**src/rtl/fifo_fill_ctrl_if.sv**
```systemverilog
// Memory read port and FIFO write/status signals of the pixel FIFO refill controller.
// master = controller side, slave = memory/FIFO side.
interface fifo_fill_ctrl_if #(
    parameter int ADDR_W = 19,
    parameter int DATA_W = 24,
    parameter int CNT_W  = 10
);
    logic              mem_req;
    logic [ADDR_W-1:0] mem_addr;
    logic [7:0]        mem_len;
    logic              mem_ack;
    logic              mem_rd_valid;
    logic [DATA_W-1:0] mem_rd_data;
    logic              fifo_wr_en;
    logic [DATA_W-1:0] fifo_wr_data;
    logic [CNT_W-1:0]  fifo_count;
    logic              fifo_full;
    logic              fifo_rd_en;
    logic              fifo_empty;

    modport master (
        output mem_req, mem_addr, mem_len, fifo_wr_en, fifo_wr_data,
        input  mem_ack, mem_rd_valid, mem_rd_data, fifo_count, fifo_full, fifo_rd_en, fifo_empty
    );

    modport slave (
        input  mem_req, mem_addr, mem_len, fifo_wr_en, fifo_wr_data,
        output mem_ack, mem_rd_valid, mem_rd_data, fifo_count, fifo_full, fifo_rd_en, fifo_empty
    );
endinterface

```
**src/rtl/fifo_fill_ctrl.sv**
```systemverilog
// Pixel FIFO refill scheduler: fetches a frame in bursts, one outstanding, only when a burst fits.
// Optional underflow statistics counter enabled by defining FIFO_FILL_STATS_EN.
module fifo_fill_ctrl #(
    parameter int ADDR_W      = 19,
    parameter int DATA_W      = 24,
    parameter int CNT_W       = 10,
    parameter int FIFO_DEPTH  = 512,
    parameter int BURST_LEN   = 16,
    parameter int FRAME_WORDS = 307200
) (
    input  logic                   clk_100mhz,
    input  logic                   rst,
    input  logic                   frame_start,
    fifo_fill_ctrl_if.master       bus,
    output logic                   busy,
    output logic                   frame_done,
    output logic                   overflow,
    output logic [15:0]            underflow_cnt
);
    localparam int              WL_W     = $clog2(FRAME_WORDS + 1);
    localparam logic [WL_W-1:0] FRAME_WL = WL_W'(FRAME_WORDS);
    localparam logic [7:0]      BURST_L8 = 8'(BURST_LEN);

    typedef enum logic [2:0] {IDLE, WAIT_ROOM, REQ, RECV, DONE} state_t;

    state_t            state_reg, state_next;
    logic [ADDR_W-1:0] addr_reg, addr_next;
    logic [WL_W-1:0]   words_left_reg, words_left_next;
    logic [7:0]        len_reg, len_next;
    logic [7:0]        beats_reg, beats_next;
    logic              restart_pending_reg, restart_pending_next;
    logic              room_reg;
    logic              wr_en_reg, wr_en_next;
    logic [DATA_W-1:0] wr_data_reg, wr_data_next;
    logic              overflow_reg, overflow_next;
    logic [7:0]        cur_len;
    logic              start;

    // The last burst of a frame carries only the remainder.
    always_comb begin
        if (32'(words_left_reg) < BURST_LEN) cur_len = 8'(words_left_reg);
        else                                 cur_len = BURST_L8;
    end

    always_ff @(posedge clk_100mhz or posedge rst) begin
        if (rst) begin
            state_reg           <= IDLE;
            addr_reg            <= '0;
            words_left_reg      <= '0;
            len_reg             <= '0;
            beats_reg           <= '0;
            restart_pending_reg <= 1'b0;
            room_reg            <= 1'b0;
            wr_en_reg           <= 1'b0;
            wr_data_reg         <= '0;
            overflow_reg        <= 1'b0;
        end else begin
            state_reg           <= state_next;
            addr_reg            <= addr_next;
            words_left_reg      <= words_left_next;
            len_reg             <= len_next;
            beats_reg           <= beats_next;
            restart_pending_reg <= restart_pending_next;
            room_reg            <= (32'(bus.fifo_count) <= (FIFO_DEPTH - BURST_LEN));
            wr_en_reg           <= wr_en_next;
            wr_data_reg         <= wr_data_next;
            overflow_reg        <= overflow_next;
        end
    end

    always_comb begin
        state_next           = state_reg;
        addr_next            = addr_reg;
        words_left_next      = words_left_reg;
        len_next             = len_reg;
        beats_next           = beats_reg;
        restart_pending_next = restart_pending_reg;
        wr_en_next           = 1'b0;
        wr_data_next         = wr_data_reg;
        overflow_next        = overflow_reg;
        start                = 1'b0;

        case (state_reg)
            IDLE: begin
                if (frame_start) start = 1'b1;
            end
            WAIT_ROOM: begin
                if (frame_start)   start = 1'b1;
                else if (room_reg) state_next = REQ;
            end
            REQ: begin
                // An accepted request must be received even if a new frame is requested meanwhile.
                if (bus.mem_ack) begin
                    len_next   = cur_len;
                    beats_next = cur_len;
                    state_next = RECV;
                    if (frame_start) restart_pending_next = 1'b1;
                end else if (frame_start) begin
                    start = 1'b1;
                end
            end
            RECV: begin
                if (frame_start) restart_pending_next = 1'b1;
                if (bus.mem_rd_valid) begin
                    wr_en_next   = !bus.fifo_full;
                    wr_data_next = bus.mem_rd_data;
                    beats_next   = beats_reg - 8'd1;
                    if (bus.fifo_full) overflow_next = 1'b1;
                    if (beats_reg == 8'd1) begin
                        if (restart_pending_reg || frame_start) begin
                            start = 1'b1;
                        end else begin
                            addr_next       = addr_reg + ADDR_W'(len_reg);
                            words_left_next = words_left_reg - WL_W'(len_reg);
                            state_next      = (words_left_reg == WL_W'(len_reg)) ? DONE : WAIT_ROOM;
                        end
                    end
                end
            end
            DONE: begin
                state_next = IDLE;
                if (frame_start) start = 1'b1;
            end
            default: state_next = IDLE;
        endcase

        if (start) begin
            addr_next            = '0;
            words_left_next      = FRAME_WL;
            restart_pending_next = 1'b0;
            state_next           = WAIT_ROOM;
        end
    end

    assign bus.mem_req      = (state_reg == REQ);
    assign bus.mem_addr     = (state_reg == REQ) ? addr_reg : '0;
    assign bus.mem_len      = (state_reg == REQ) ? cur_len : 8'd0;
    assign bus.fifo_wr_en   = wr_en_reg;
    assign bus.fifo_wr_data = wr_data_reg;
    assign busy             = (state_reg == WAIT_ROOM) || (state_reg == REQ) || (state_reg == RECV);
    assign frame_done       = (state_reg == DONE);
    assign overflow         = overflow_reg;

`ifdef FIFO_FILL_STATS_EN
    logic [15:0] underflow_reg;

    always_ff @(posedge clk_100mhz or posedge rst) begin
        if (rst)
            underflow_reg <= '0;
        else if (bus.fifo_rd_en && bus.fifo_empty && underflow_reg != 16'hFFFF)
            underflow_reg <= underflow_reg + 16'd1;
    end

    assign underflow_cnt = underflow_reg;
`else
    logic unused_stats;
    assign unused_stats  = bus.fifo_rd_en & bus.fifo_empty;
    assign underflow_cnt = '0;
`endif
endmodule

```
**src/flat_wrapper.sv**
```systemverilog
// flat-port wrapper written by rule: the top's interface ports become plain ports
module fifo_fill_ctrl_flat 
#(
    parameter int ADDR_W      = 19,
    parameter int DATA_W      = 24,
    parameter int CNT_W       = 10,
    parameter int FIFO_DEPTH  = 512,
    parameter int BURST_LEN   = 16,
    parameter int FRAME_WORDS = 307200
)
  (clk_100mhz, rst, frame_start, busy, frame_done, overflow, underflow_cnt, bus_mem_req, bus_mem_addr, bus_mem_len, bus_fifo_wr_en, bus_fifo_wr_data, bus_mem_ack, bus_mem_rd_valid, bus_mem_rd_data, bus_fifo_count, bus_fifo_full, bus_fifo_rd_en, bus_fifo_empty);
  fifo_fill_ctrl_if #(.ADDR_W(ADDR_W), .DATA_W(DATA_W), .CNT_W(CNT_W)) bus_i ();
  input  logic clk_100mhz;
  input  logic rst;
  input  logic frame_start;
  output logic busy;
  output logic frame_done;
  output logic overflow;
  output logic [15:0] underflow_cnt;
  output wire logic [$bits(bus_i.mem_req)-1:0] bus_mem_req;
  output wire logic [$bits(bus_i.mem_addr)-1:0] bus_mem_addr;
  output wire logic [$bits(bus_i.mem_len)-1:0] bus_mem_len;
  output wire logic [$bits(bus_i.fifo_wr_en)-1:0] bus_fifo_wr_en;
  output wire logic [$bits(bus_i.fifo_wr_data)-1:0] bus_fifo_wr_data;
  input wire logic [$bits(bus_i.mem_ack)-1:0] bus_mem_ack;
  input wire logic [$bits(bus_i.mem_rd_valid)-1:0] bus_mem_rd_valid;
  input wire logic [$bits(bus_i.mem_rd_data)-1:0] bus_mem_rd_data;
  input wire logic [$bits(bus_i.fifo_count)-1:0] bus_fifo_count;
  input wire logic [$bits(bus_i.fifo_full)-1:0] bus_fifo_full;
  input wire logic [$bits(bus_i.fifo_rd_en)-1:0] bus_fifo_rd_en;
  input wire logic [$bits(bus_i.fifo_empty)-1:0] bus_fifo_empty;
  assign bus_mem_req = bus_i.mem_req;
  assign bus_mem_addr = bus_i.mem_addr;
  assign bus_mem_len = bus_i.mem_len;
  assign bus_fifo_wr_en = bus_i.fifo_wr_en;
  assign bus_fifo_wr_data = bus_i.fifo_wr_data;
  assign bus_i.mem_ack = bus_mem_ack;
  assign bus_i.mem_rd_valid = bus_mem_rd_valid;
  assign bus_i.mem_rd_data = bus_mem_rd_data;
  assign bus_i.fifo_count = bus_fifo_count;
  assign bus_i.fifo_full = bus_fifo_full;
  assign bus_i.fifo_rd_en = bus_fifo_rd_en;
  assign bus_i.fifo_empty = bus_fifo_empty;
  fifo_fill_ctrl #(.ADDR_W(ADDR_W), .DATA_W(DATA_W), .CNT_W(CNT_W), .FIFO_DEPTH(FIFO_DEPTH), .BURST_LEN(BURST_LEN), .FRAME_WORDS(FRAME_WORDS)) u_core (.clk_100mhz(clk_100mhz), .rst(rst), .frame_start(frame_start), .bus(bus_i), .busy(busy), .frame_done(frame_done), .overflow(overflow), .underflow_cnt(underflow_cnt));
endmodule
```
**config.mk**
```make
export PLATFORM = sky130hd
export DESIGN_NAME = fifo_fill_ctrl_flat
export DESIGN_NICKNAME = d
export VERILOG_FILES = /design/src/rtl/fifo_fill_ctrl_if.sv /design/src/rtl/fifo_fill_ctrl.sv /design/src/flat_wrapper.sv
export SDC_FILE = /design/constraint.sdc
export NUM_CORES = 1
export LEC_CHECK = 0
export BUFFER_PORTS_ARGS = -buffer_cell sky130_fd_sc_hd__buf_2
export CAP_MARGIN = 20
export CORE_UTILIZATION = 35
export CTS_BUF_LIST = sky130_fd_sc_hd__clkbuf_8
export DETAILED_ROUTE_END_ITERATION = 10
export PLACE_DENSITY = 0.58
export SLEW_MARGIN = 30
export SYNTH_ARGS = -nofsm -noshare
export SYNTH_HDL_FRONTEND = slang
export SYNTH_SLANG_ARGS = --single-unit
```
**constraint.sdc**
```tcl
create_clock -name clk_100mhz -period 3.9 [get_ports clk_100mhz]
set_input_delay 0.195 -clock clk_100mhz [delete_from_list [all_inputs] [get_ports clk_100mhz]]
set_output_delay 0.195 -clock clk_100mhz [all_outputs]
set_load 0.01 [all_outputs]
```
==> key figures, run 1 <==
Placed design
  – Number of port buffers: 92
  – Gp weighted congestion: 0.8473
  – HPWL after DPL: 8134 um
  – DP Area: 5395 sq um

Critical path
  – Arrival time of the worst setup path: 2.75 ns
  – Critical path data required time: 3.70 ns
  – Startpoint types: flop
  – CP Class: flop to output pin
  – Nature of the critical path endpoint: output pin
  – CP Max Fanout: 12
  – Reg2reg end: u_core.addr_reg[14]$_DFFE_PP0P_
  – R2R setup slack: 1.17 ns
  – Register-to-Register Path Depth: 9
  – Reg2Reg Launch Point: u_core.len_reg[0]$_DFFE_PP0P_

Floorplanning
  – Starting Density: 36.07%
  – Die W: 119.3 um
  – Core Rows: 42
  – Core footprint: 13,350 sq um
  – Die area: 14,230 sq um
  – Die Height: 119.3 um
  – I/O pin total: 114

Pwr
  – PwrDens: 489.5 nW/um^2
  – Max VDD drop: 175.5 uV
  – P_leak: 2.796 nW
  – Overall power: 2.767 mW

Timing
  – Clk_skew: 0.01842 ns
  – Fmax achieved: 0.3394 GHz
  – Slew of the pin with the lowest slew margin: 0.8506 ns
  – Hold_ws: 0.01514 ns
  – Final min period: 2.946 ns
  – Setup TNS: 0 ns
  – Fin. Hold Viols: 0
  – Fin. max-slew vios: 0
  – Final period utilization: 75.55%
  – RSZ-0062 raised after global routing: no
  – Slew margin rel.: 42.91%
  – Final setup vio count: 0

Hold path
  – Min-Delay Path Class: input port to flop
  – HP Start: bus_mem_rd_data[22]
  – Hold EP: u_core.bus.fifo_wr_data[22]$_DFFE_PP0P_
  – Hold Crit Depth: 3

Clock tree
  – TritonCTS Sinks: 85
  – Number of CTS-inserted buffers: 9
  – Setup Fix Bufs, Post-CTS: 0
  – Clk slew on worst S/H paths: 0.10 ns
  – CTS tree: yes
  – Number of H-tree levels: 3
  – Cts hold-fix bufs: 4
  – Post-CTS sizing: 0
  – Root buffer cell: clkbuf_8
  – CTS Buffer Depth: 2
  – Clock Latency Late Sink: 0.36 ns

Global routing
  – Largest net degree at the start of global routing: 49
  – Global-route wire length before repair: 19,030 um
  – GRT Total Usage: 16.78%
  – Number of global-route vias before repair: 3,872
  – GR Overflow Total: 0
  – Initial antenna violation count: 0

Logic synthesis
  – Number of synthesized register bits: 85
  – Share of the synthesized area in the top cell type: 44.18%
  – Mapped Cells: 565
  – Async S/R FF share, synth: 100.0%
  – Largest cells by area after synthesis: dfrtp_1, nand2_1, ha_1, nor2_1, a21oi_1
  – EDFF count, synth: 0
  – Synth cell types: 53
  – Post-synth top area cell: dfrtp_1
  – Yosys warnings: 0
  – Ys flop type: dfrtp_1
  – Mapped cell area: 4815 sq um
  – Average cell area after synthesis: 8.521 sq um
  – Sequential area share after synthesis: 44.18%

Drt
  – Initial detailed-routing violation count: 213
  – Post-DRT Antenna Nets: 0
  – Final WL: 11,590 um
  – DRC errors left: 0
  – Drt via density: 4.956
  – DRT Pass-1 Iters: 5
  – Vias: 4,153
  – WL/cell: 13.83 um

Finish
  – Max reg flops: 24
  – Post-layout util: 42.34%
  – Share of layout cells above drive strength 1: 19.03%
  – Area grow syn2layout: 17.39%
  – Final Net Count: 719
  – Design Area, Final: 5652 sq um
  – Antenna diodes: 0
  – Multi-input gate area: 2455 sq um
  – Filler cells: 1,363
  – FF/Latch Area: 2127 sq um

Status
  – Status: finished clean

Run
  – Max-capacitance violation count: 0
## report_power, final
part	switching, mW	internal [mW]
Combinational	0.574	0.337
Clock	0.356	0.305
Sequential	0.130	1.06
## layout make-up
| type | instances | area share (%) |
|---|---|---|
| clock buffers | 9 | 2.192 |
| clock inverters | 7 | 1.439 |
| inverters | 19 | 1.306 |
| multi-input cells | 437 | 43.44 |
| flip-flops and latches | 85 | 37.64 |
| well taps | 176 | 3.896 |
| repair buffers | 105 | 10.10 |
## worst max-delay path, cell delays in order (launching register included)
cell,delay [ns]
dfrtp_1,0.44
or4_4,0.57
or3_4,0.37
nor3_2,0.65
and3_1,0.24
buf_2,0.13
## metrics by stage
stage | instances | setup slack [ns]
floorplan | 583 | 1.512
global placement | 817 | 1.262
detailed placement | 817 | 1.212
CTS | 837 | 0.9519
global route | 838 | 0.7904
finish | 838 | 0.9537
## cells by family after synthesis
family                     share of synthesized area, %
buffers and inverters                             6.315
other                                           0.07789
AOI/OAI and AO/OA                                 11.43
xor gates and xnor gates                          5.275
DFF                                               44.18
adders and majority gates                         5.509
and+or+nand+nor                                   26.79
muxes                                            0.4158
## cells in the mapped netlist, types with 11 or more instances
master,n
o21ai_0,21
nand2_1,124
nand3_1,20
ha_1,18
nor3_1,15
buf_4,19
nor2_1,51
xor2_1,18
and2_1,18
clkbuf_1,18
xnor2_1,11
a21oi_1,36
inv_1,19
dfrtp_1,85
## per-layer routing
metal | track usage, % | vias up | part of all wire [%]
met4 | 5.063 | 0 | 0.97
met5 | 0 | - | 0
met3 | 2.778 | 8 | 4.0
met1 | 22.39 | 1994 | 46
met2 | 27.76 | 98 | 49
li1 | - | 2053 | -
## worst max-delay path by stage
stage | slack [ns] | endpoint | cells after the start | from
final | 0.95 | bus_mem_len[3] | 5 | u_core.words_left_reg[11]$_DFFE_PP0P_
after global routing | 0.79 | bus_mem_len[3] | 5 | u_core.words_left_reg[11]$_DFFE_PP0P_
after CTS | 0.95 | bus_mem_len[3] | 5 | u_core.words_left_reg[11]$_DFFE_PP0P_
after detailed placement | 1.21 | u_core.addr_reg[16]$_DFFE_PP0P_ | 9 | u_core.len_reg[0]$_DFFE_PP0P_
after global placement | 1.26 | u_core.beats_reg[3]$_DFFE_PP0P_ | 5 | u_core.words_left_reg[11]$_DFFE_PP0P_
after floorplan | 1.51 | u_core.addr_reg[0]$_DFFE_PP0P_ | 1 | rst
## placed cells by master, fill, tap and decap left out, drive strengths merged, types with 19 or more instances in the layout
cell type	n
nand3	20
o21ai	22
conb	19
inv	22
nand2	124
a21oi	36
nor2	52
dfrtp	85
buf	100
(Power assumes the default switching activity.)
==> run 2: changes to the inputs <==
- clock period: 3.9 -> 3 ns (I/O delays scaled with it)
==> run 2 against run 1 <==
  * Clock skew fell by 0.011 ns
  * Worst setup slack got worse by 0.55 ns
  * First-iteration DRC count is 13% lower
  * Sequential cell count is the same
  * Clock power rose by 39%
  * Global-route usage up 0.83 points
  * Critical path type unchanged
  * Critical endpoint is now bus_mem_len[2]
  * Highest routed layer unchanged
==> key figures, run 2 (same netlist as run 1, synthesis figures left out) <==
Timing
  – Setup TNS: 0 ns (unchanged)
  – Clk_skew: 0.007328 ns (-0.01109 ns)
  – Fin. Hold Viols: 0 (unchanged)
  – Slew margin rel.: 57.04% (+14 points)
  – Fin. max-slew vios: 0 (unchanged)
  – Slew of the pin with the lowest slew margin: 0.6420 ns (-0.2086 ns)
  – Final period utilization: 86.59%
  – Final setup vio count: 0 (unchanged)
  – Hold_ws: 0.1246 ns (+0.1094 ns)
  – Final min period: 2.598 ns
  – RSZ-0062 raised after global routing: no
  – Fmax achieved: 0.3850 GHz

Floorplanning
  – I/O pin total: 114 (unchanged)
  – Die Height: 119.3 um (unchanged)
  – Core footprint: 13,350 sq um (unchanged)
  – Die area: 14,230 sq um (unchanged)
  – Core Rows: 42 (unchanged)
  – Die W: 119.3 um (unchanged)
  – Starting Density: 36.07% (unchanged)

Global routing
  – Initial antenna violation count: 0 (unchanged)
  – GRT Total Usage: 17.60% (+0.83 points)
  – M2 GR Usage: 29.65% (+1.9 points)
  – Most Crowded Layer GR: met2
  – Largest net degree at the start of global routing: 34 (-31%)
  – Number of global-route vias before repair: 4,130 (+6.7%)
  – GR Overflow Total: 0 (unchanged)
  – GR Layer Usage met1: 22.53% (+0.15 points)
  – GR Util met3: 2.969% (+0.19 points)
  – Global-route wire length before repair: 20,040 um (+5.3%)

Drt
  – Final WL: 11,890 um (+2.6%)
  – Vias: 4,193 (+0.96%)
  – Post-DRT Antenna Nets: 0 (unchanged)
  – DRT Pass-1 Iters: 4 (-1)
  – WL/cell: 13.75 um (-0.57%)
  – Initial detailed-routing violation count: 185 (-13%)
  – Drt via density: 4.847 (-2.2%)
  – DRC errors left: 0 (unchanged)

Critical path
  – Critical path data required time: 2.85 ns (-0.85 ns)
  – Startpoint types: flop
  – Nature of the critical path endpoint: output pin
  – Arrival time of the worst setup path: 2.45 ns (-0.30 ns)
  – CP Class: flop to output pin
  – CP Max Fanout: 12 (unchanged)

Clock tree
  – CTS tree: yes
  – CTS Buffer Depth: 2 (unchanged)
  – Clock Latency Late Sink: 0.37 ns (about the same)
  – TritonCTS Sinks: 85 (unchanged)
  – Number of CTS-inserted buffers: 9 (unchanged)
  – Root buffer cell: clkbuf_8
  – Number of H-tree levels: 3 (unchanged)
  – Clk slew on worst S/H paths: 0.09 ns (about the same)

Finish
  – Final Net Count: 746 (+3.8%)
  – Commonest cells after routing, fill and taps aside: nand2_1, buf_2, dfrtp_1
  – Filler cells: 1,321 (-3.1%)
  – Antenna diodes: 0 (unchanged)
  – Area grow syn2layout: 23.15%
  – Max reg flops: 24 (unchanged)
  – Commonest non-fill, non-tap cell in the layout: nand2_1
  – Share of layout cells above drive strength 1: 18.87% (-0.17 points)

Hold path
  – Min-Delay Path Class: input port to flop

Placed design
  – HPWL after DPL: 8311 um (+2.2%)
  – Gp weighted congestion: 0.8247 (-2.7%)
  – Number of port buffers: 92 (unchanged)

Status
  – Status: finished clean

Run
  – Max-capacitance violation count: 0 (unchanged)

Pwr
  – Max VDD drop: 197.5 uV (+13%)
  – P_leak: 2.930 nW (+4.8%)
  – PwrDens: 622.7 nW/um^2 (+27%)
==> run 2: cell types whose count changed in the layout (fill, tap and decap cells not counted), moves of 2 or more <==
cell | previous run | this run
inv_6 | 2 | 0
dlygate4sd3_1 | 5 | 28
buf_4 | 8 | 12
clkinvlp_4 | 3 | 1
clkinv_2 | 0 | 3
==> run 2: area by class of cell <==
type | instances | area (sq um) | area share (%)
multi-input cells | 437 | 2455 | 41.40
repair buffers | 132 | 830.8 | 14.01
clock inverters | 6 | 86.33 | 1.456
inverters | 19 | 72.57 | 1.224
flip-flops and latches | 85 | 2127 | 35.87
well taps | 176 | 220.2 | 3.714
clock buffers | 10 | 137.6 | 2.321
==> run 2: path summary, 6_finish.rpt <==
path,startpoint,to,slack (ns),cells after the start
max in group asynchronous,rst,u_core.addr_reg[1]$_DFFE_PP0P_,1.86,4
max,u_core.words_left_reg[11]$_DFFE_PP0P_,bus_mem_len[2],0.40,6
min reg2reg,u_core.bus.fifo_wr_data[18]$_DFFE_PP0P_,u_core.bus.fifo_wr_data[18]$_DFFE_PP0P_,0.47,2
max reg2reg,u_core.words_left_reg[0]$_DFFE_PP0P_,u_core.words_left_reg[12]$_DFFE_PP0P_,0.50,10
min,bus_mem_ack,u_core.beats_reg[7]$_DFFE_PP0P_,0.12,2
min in group asynchronous,rst,u_core.words_left_reg[10]$_DFFE_PP0P_,0.37,3
==> run 2: through the flow <==
stage / total power, mW / cell area [sq um] / util (%) / worst slack (ns) / std cells
3_5_place_dp: 2.769 / 5425 / 40.64 / 0.5232 / 821
6_report: 3.692 / 5929 / 44.42 / 0.4023 / 865
3_3_place_gp: 2.739 / 5425 / 40.64 / 0.5885 / 821
4_1_cts: 3.731 / 5929 / 44.42 / 0.3775 / 865
2_1_floorplan: 2.368 / 4882 / - / 0.6565 / 583
5_1_grt: 3.952 / 5929 / 44.42 / 0.2842 / 865
==> run 2: per-layer routing <==
metal  part of all wire, %  wire length, um
met5                     0                0
met4                   1.8              210
met3                   2.8              329
met2                    50             5915
met1                    46             5437
==> run 2: what timing repair did <==
action	4_1_cts	5_1_grt
endpoints found under the hold margin	58	0
hold buffers	28	0
buffers inserted	0	0
gates resized for setup	0	0
==> run 2: power by group <==
part / switching (mW) / internal, mW / leakage (nW)
Combinational: 0.745 / 0.464 / 1.71
Sequential: 0.177 / 1.38 / 1.11
Clock: 0.432 / 0.490 / 0.112
==> run 2: worst max-delay path: stages, from the launching register on <==
cell and delay, ns:
dfrtp_1 0.44, or4_4 0.57, or3_4 0.37, nor3_2 0.19, buf_4 0.21, and3_1 0.17
buf_2 0.13
